File: config.mk
export PLATFORM = sky130hd
export DESIGN_NAME = pipe_stage_skid
export DESIGN_NICKNAME = d
export VERILOG_FILES = /design/src/rtl/pipe_pkg.sv /design/src/rtl/sat_counter.sv /design/src/rtl/pipe_stage_skid.sv
export SDC_FILE = /design/constraint.sdc
export NUM_CORES = 1
export LEC_CHECK = 0
export BUFFER_PORTS_ARGS = -buffer_cell sky130_fd_sc_hd__buf_4
export CORE_ASPECT_RATIO = 0.7
export CORE_MARGIN = 1
export CORE_UTILIZATION = 50
export CTS_CLUSTER_SIZE = 10
export DETAILED_ROUTE_END_ITERATION = 6
export PLACE_DENSITY = 0.85
export SYNTH_ARGS = -nofsm -noshare
export SYNTH_HDL_FRONTEND = slang
export SYNTH_SLANG_ARGS = --single-unit
File: constraint.sdc
create_clock -name clk -period 2.15 [get_ports clk]
set_input_delay 0 -clock clk [delete_from_list [all_inputs] [get_ports clk]]
set_output_delay 0 -clock clk [all_outputs]
set_load 0.01 [all_outputs]
File: src/rtl/pipe_pkg.sv
// Shared definitions for the pipeline stage registers.
//   - default bundle and statistics-counter widths
//   - occupancy state encoding of the stage register
//   - EX/MEM control bit indices and data packing offsets
package pipe_pkg;

  localparam int PIPE_CTRL_W = 8;
  localparam int PIPE_DATA_W = 96;
  localparam int PIPE_CNT_W  = 16;

  typedef enum logic [1:0] {
    ST_EMPTY = 2'd0,
    ST_FULL1 = 2'd1,
    ST_FULL2 = 2'd2
  } occ_state_t;

  // EX/MEM control bundle bit positions (bit 7 spare)
  localparam int CTRL_REGWRITE  = 0;
  localparam int CTRL_MEMTOREG  = 1;
  localparam int CTRL_BRANCH    = 2;
  localparam int CTRL_MEMWR_LSB = 3;  // CTRL_MEMWR[1:0] = ctrl[4:3]
  localparam int CTRL_MEMRD_LSB = 5;  // CTRL_MEMRD[1:0] = ctrl[6:5]

  // EX/MEM data bundle packing; pc is carried as a word address
  localparam int DATA_ALUOUT_OFS = 0;
  localparam int DATA_ALUOUT_W   = 32;
  localparam int DATA_BUSB_OFS   = 32;
  localparam int DATA_BUSB_W     = 32;
  localparam int DATA_PC_OFS     = 64;
  localparam int DATA_PC_W       = 27;
  localparam int DATA_RD_OFS     = 91;
  localparam int DATA_RD_W       = 5;

endpackage

File: src/rtl/sat_counter.sv
// Saturating up-counter for stage statistics.
//   clk, reset : clock, synchronous active-high reset (count -> 0)
//   clear      : synchronous clear
//   inc        : count up by one this cycle, holding at all-ones
//   count      : current value
module sat_counter
  import pipe_pkg::*;
#(
  parameter int CNT_W = PIPE_CNT_W
) (
  input  logic             clk,
  input  logic             reset,
  input  logic             clear,
  input  logic             inc,
  output logic [CNT_W-1:0] count
);

  always_ff @(posedge clk) begin
    if (reset || clear) begin
      count <= '0;
    end else if (inc && (count != '1)) begin
      count <= count + CNT_W'(1);
    end
  end

endmodule

File: src/rtl/pipe_stage_skid.sv
// Parametrised pipeline stage register with valid/ready handshake,
// flush-to-bubble and optional 1-entry skid buffer.
//   clk, reset           : clock, synchronous active-high reset
//   flush                : discard all held entries this edge
//   in_valid/in_ready    : upstream handshake; in_ctrl/in_data bundles
//   out_valid/out_ready  : downstream handshake; out_ctrl/out_data bundles
//   bubble_cnt/stall_cnt : saturating statistics counters
//
// state    | meaning
// ST_EMPTY | no entry held
// ST_FULL1 | main register valid, skid empty
// ST_FULL2 | main and skid valid (SKID=1 only), upstream stalled
module pipe_stage_skid
  import pipe_pkg::*;
#(
  parameter int CTRL_W   = PIPE_CTRL_W,
  parameter int DATA_W   = PIPE_DATA_W,
  parameter int SKID     = 1,
  parameter int CLR_DATA = 1,
  parameter int CNT_W    = PIPE_CNT_W
) (
  input  logic              clk,
  input  logic              reset,
  input  logic              flush,
  input  logic              in_valid,
  output logic              in_ready,
  input  logic [CTRL_W-1:0] in_ctrl,
  input  logic [DATA_W-1:0] in_data,
  output logic              out_valid,
  input  logic              out_ready,
  output logic [CTRL_W-1:0] out_ctrl,
  output logic [DATA_W-1:0] out_data,
  output logic [CNT_W-1:0]  bubble_cnt,
  output logic [CNT_W-1:0]  stall_cnt
);

  occ_state_t        state_q, state_d;
  logic              load_main, load_skid, main_from_skid;
  logic              in_xfer, out_xfer;
  logic [CTRL_W-1:0] main_ctrl, skid_ctrl;
  logic [DATA_W-1:0] main_data, skid_data;

  assign out_valid = (state_q != ST_EMPTY);
  assign in_xfer   = in_valid && in_ready;
  assign out_xfer  = out_valid && out_ready;

  always_comb begin
    state_d        = state_q;
    load_main      = 1'b0;
    load_skid      = 1'b0;
    main_from_skid = 1'b0;
    case (state_q)
      ST_EMPTY: begin
        if (in_xfer) begin
          state_d   = ST_FULL1;
          load_main = 1'b1;
        end
      end
      ST_FULL1: begin
        if (out_xfer && in_xfer) begin
          load_main = 1'b1;
        end else if (out_xfer) begin
          state_d = ST_EMPTY;
        end else if (in_xfer && (SKID != 0)) begin
          // Only reachable with a skid: without one, in_ready in FULL1
          // implies out_ready, so the first branch has already fired.
          state_d   = ST_FULL2;
          load_skid = 1'b1;
        end
      end
      ST_FULL2: begin
        if (out_xfer) begin
          state_d        = ST_FULL1;
          main_from_skid = 1'b1;
        end
      end
      default: state_d = ST_EMPTY;
    endcase
  end

  always_ff @(posedge clk) begin
    if (reset || flush) begin
      state_q <= ST_EMPTY;
    end else begin
      state_q <= state_d;
    end
  end

  always_ff @(posedge clk) begin
    if (reset || flush) begin
      main_ctrl <= '0;
      if (CLR_DATA != 0) main_data <= '0;
    end else if (main_from_skid) begin
      main_ctrl <= skid_ctrl;
      main_data <= skid_data;
    end else if (load_main) begin
      main_ctrl <= in_ctrl;
      main_data <= in_data;
    end
  end

  generate
    if (SKID != 0) begin : g_skid
      // Ready depends only on the state register, never on out_ready.
      assign in_ready = (state_q != ST_FULL2);

      always_ff @(posedge clk) begin
        if (reset || flush) begin
          skid_ctrl <= '0;
          if (CLR_DATA != 0) skid_data <= '0;
        end else if (load_skid) begin
          skid_ctrl <= in_ctrl;
          skid_data <= in_data;
        end
      end
    end else begin : g_noskid
      logic load_skid_unused;
      assign load_skid_unused = load_skid;
      assign in_ready  = out_ready || !out_valid;
      assign skid_ctrl = '0;
      assign skid_data = '0;
    end
  endgenerate

  // Gate control so a bubble can never write the register file or memory.
  assign out_ctrl = out_valid ? main_ctrl : '0;
  assign out_data = main_data;

  sat_counter #(.CNT_W(CNT_W)) u_bubble_cnt (
    .clk   (clk),
    .reset (reset),
    .clear (1'b0),
    .inc   (!out_valid),
    .count (bubble_cnt)
  );

  sat_counter #(.CNT_W(CNT_W)) u_stall_cnt (
    .clk   (clk),
    .reset (reset),
    .clear (1'b0),
    .inc   (out_valid && !out_ready),
    .count (stall_cnt)
  );

endmodule

==> results.json <==
{
  "status": "finished clean",
  "cts-buffers-inserted": 28,
  "rsz0062_at_grt": "no",
  "initial_core_util_pct": 51.48,
  "syn_to_final_growth_pct": 40.76,
  "synthCells": 1131,
  "rows": 42,
  "n_fill_cell": 1330,
  "cp_data_arrival_time_ps": 2410,
  "cts_tree": "built",
  "nets": 1560,
  "regArea_um2": 4845,
  "wl_per_cell_um": 16.35,
  "drtIter0Drc": 668,
  "pin_count": 247,
  "gp_congestion": 0.8138,
  "synthSimpleGateAreaFrac_pct": 18.12,
  "vias": 9449,
  "crit_buf_inv": 0,
  "post_cts_buffers": 0,
  "vias_per_cell": 5.510,
  "max_slew.worst_pin.slew_ps": 555.6,
  "synth_compound_area_share_pct": 17.00,
  "fin_cells": 1715,
  "grt_pass1_vias": 9240,
  "synth_top_family_by_area": "simple AND/OR/NAND/NOR gates",
  "crit_fanout": 8,
  "synth-edff-count": 0,
  "ctsLongestPathBuffers": 3,
  "grt_overflow": 0,
  "critPathKind": "flip-flop to flip-flop",
  "synth_mux_area_share_pct": 11.15,
  "clk_transition_reported_paths_ps": 60,
  "cts.sinks": 242,
  "fin_crit_ps": 2005,
  "yosysMostFrequentCell": "dfxtp_1",
  "p_per_area_nw_per_um2": 705.4,
  "path_cells": "nand4_1 > or4_4 > nor4_1 > mux2_2",
  "ys_ff_latch": 242,
  "synth_area_leaders": "dfxtp_1, mux2i_1, nand2_1, a211oi_1, a21oi_1",
  "firstDrtPassIters": 5,
  "ys_types": 44,
  "fmax_mhz": 498.8,
  "ys_dominant_reg_cell": "dfxtp_1",
  "drive_gt1_share_pct": 21.74,
  "yosys.area.top_type": "dfxtp_1",
  "finalSetupViolCount": 0,
  "finalSetupTns_ps": 0,
  "finalHoldViolations": 0,
  "total_leakage_power_nw": 6.050,
  "synth_fp_nets": 1242,
  "grt_pass1_wl_um": 45770,
  "netlist_area_um2": 9819,
  "clk_latency_ps": 520,
  "drv_cap": 0,
  "synth_top_cell_area_share_pct": 49.34,
  "drv_slew": 0,
  "cts_max_level": 1,
  "crit_slowest_cell": "or4_4",
  "fp.dieW_um": 169.5,
  "start_kind": "flip-flop",
  "multiInputGateArea_um2": 4607,
  "max_stage_delay_ps": 610,
  "root_buffer": "clkbuf_16",
  "period_share_pct": 93.24,
  "yosysWarningCount": 0,
  "die_h_um": 119.3,
  "synth-async-reset-ratio_pct": 0,
  "finalClockSkew_ps": 9.477,
  "relSlewSlack_pct": 62.96,
  "yosys.area_share.xor_xnor_pct": 0.08919,
  "dp_cells": 1575,
  "grt_max_degree": 114,
  "portBuffers": 246,
  "vdd_drop_max_mv": 0.6398,
  "dp_hpwl_um": 16620,
  "synth_fa_ha_area_share_pct": 0.2548,
  "avgSynthCellArea_um2": 8.682,
  "cp_top_family": "simple AND/OR/NAND/NOR gates",
  "ant_nets": 0,
  "dieArea_um2": 20210,
  "grt_use_total_pct": 27.37,
  "antenna_found_initial": 2,
  "synth_commonest_cells": "dfxtp_1, nand2_1, a21oi_1",
  "ys_seq_area_share_pct": 49.34,
  "cp-end-kind": "flip-flop",
  "drc": 0,
  "critPathRequiredTime_ps": 2560,
  "core_um2": 19080,
  "finalWirelength_um": 28040,
  "hold_class": "input port to flip-flop"
}
-- path summary, 6_finish.rpt --
kind | start | to | slack [ps] | depth (start not counted)
worst max-delay path | u_stall_cnt.count[4]$_SDFFE_PP0P_ | u_stall_cnt.count[15]$_SDFFE_PP0P_ | 150 | 4
worst min-delay path | flush | out_data[91]$_SDFFE_PP0P_ | 150 | 4
worst max register to register | u_stall_cnt.count[4]$_SDFFE_PP0P_ | u_stall_cnt.count[15]$_SDFFE_PP0P_ | 150 | 4
worst min register to register | skid_data[71]$_SDFFE_PP0P_ | skid_data[71]$_SDFFE_PP0P_ | 450 | 2
-- registers in the layout, indices dropped and copies added (netlist names) --
name	cells
u_stall_cnt.count	16
state_q	2
out_data	96
u_bubble_cnt.count	16
skid_ctrl	8
main_ctrl	8
skid_data	96
-- worst register-to-register path, delay by kind of cell (launching register included) --
| family | cells | cell delay [ps] |
|---|---|---|
| AND/OR/NAND/NOR | 3 | 1090 |
| flip-flops | 1 | 430 |
| multiplexers | 1 | 380 |
-- cell families after synthesis --
| group | Yosys count |
|---|---|
| XOR/XNOR | 1 |
| AO/OA/AOI/OAI | 267 |
| multiplexers | 109 |
| flip-flops | 242 |
| buffers and inverters | 97 |
| adder cells (fa/ha/maj) | 2 |
| AND/OR/NAND/NOR | 413 |
-- metal layers --
| layer | up-vias | track usage [%] | wire [µm] |
|---|---|---|---|
| li1 | 4592 | - | - |
| met1 | 4447 | 34.19 | 11930 |
| met2 | 339 | 45.94 | 13310 |
| met3 | 71 | 6.879 | 1994 |
| met4 | 0 | 9.178 | 814 |
| met5 | - | 0 | 0 |
-- area by class of cell --
cell class                 instances  share of cell area [%]
clock inverter                     1                 0.06337
sequential                       242                   35.05
timing repair buffer             379                   23.72
multi-input combinational        792                   33.33
clock buffer                      29                   5.250
tap                              264                   2.390
antenna                            2                 0.03621
inverter                           6                  0.1629
-- where the power goes --
group          internal [mW]  switching (mW)
registers               4.60          0.0726
clock network           2.35            1.65
logic                  0.537           0.533
total                   7.49            2.26
-- layout by cell type, fill, tap and decap left out, types with 5 or more instances in the layout --
master	synthesis	final
clkbuf_16	0	29
o31ai_1	10	10
a21oi_1	127	127
and2_1	9	8
nand2_1	217	216
or3_1	13	13
dlygate4sd3_1	0	108
buf_4	0	258
or4_1	11	11
buf_12	0	13
a211oi_1	107	107
nand4_1	10	10
inv_1	5	5
nand3_1	10	10
dfxtp_1	242	242
o21ai_0	13	12
mux2i_1	106	106
nor2_1	115	115
-- stage by stage --
step	area, µm²	hold WS, ps	worst slack [ps]	utilization [%]	power (mW)
final	13820	152.4	145.3	72.46	9.749
after global routing	13820	195.5	32.34	72.46	10.12
after CTS	13810	153.9	167.9	72.40	9.798
after detailed placement	12000	228.5	215.5	62.88	5.647
after global placement	12000	220.5	258.7	62.88	5.619
after floorplan	9819	72.76	246.0	-	5.190
-- repair_timing --
action,CTS,global route
hold buffers,108,0
endpoints found under the setup margin,0,3
endpoints found under the hold margin,241,0
gates resized for setup,0,1
No activity file was read; power rests on OpenSTA's default activity.
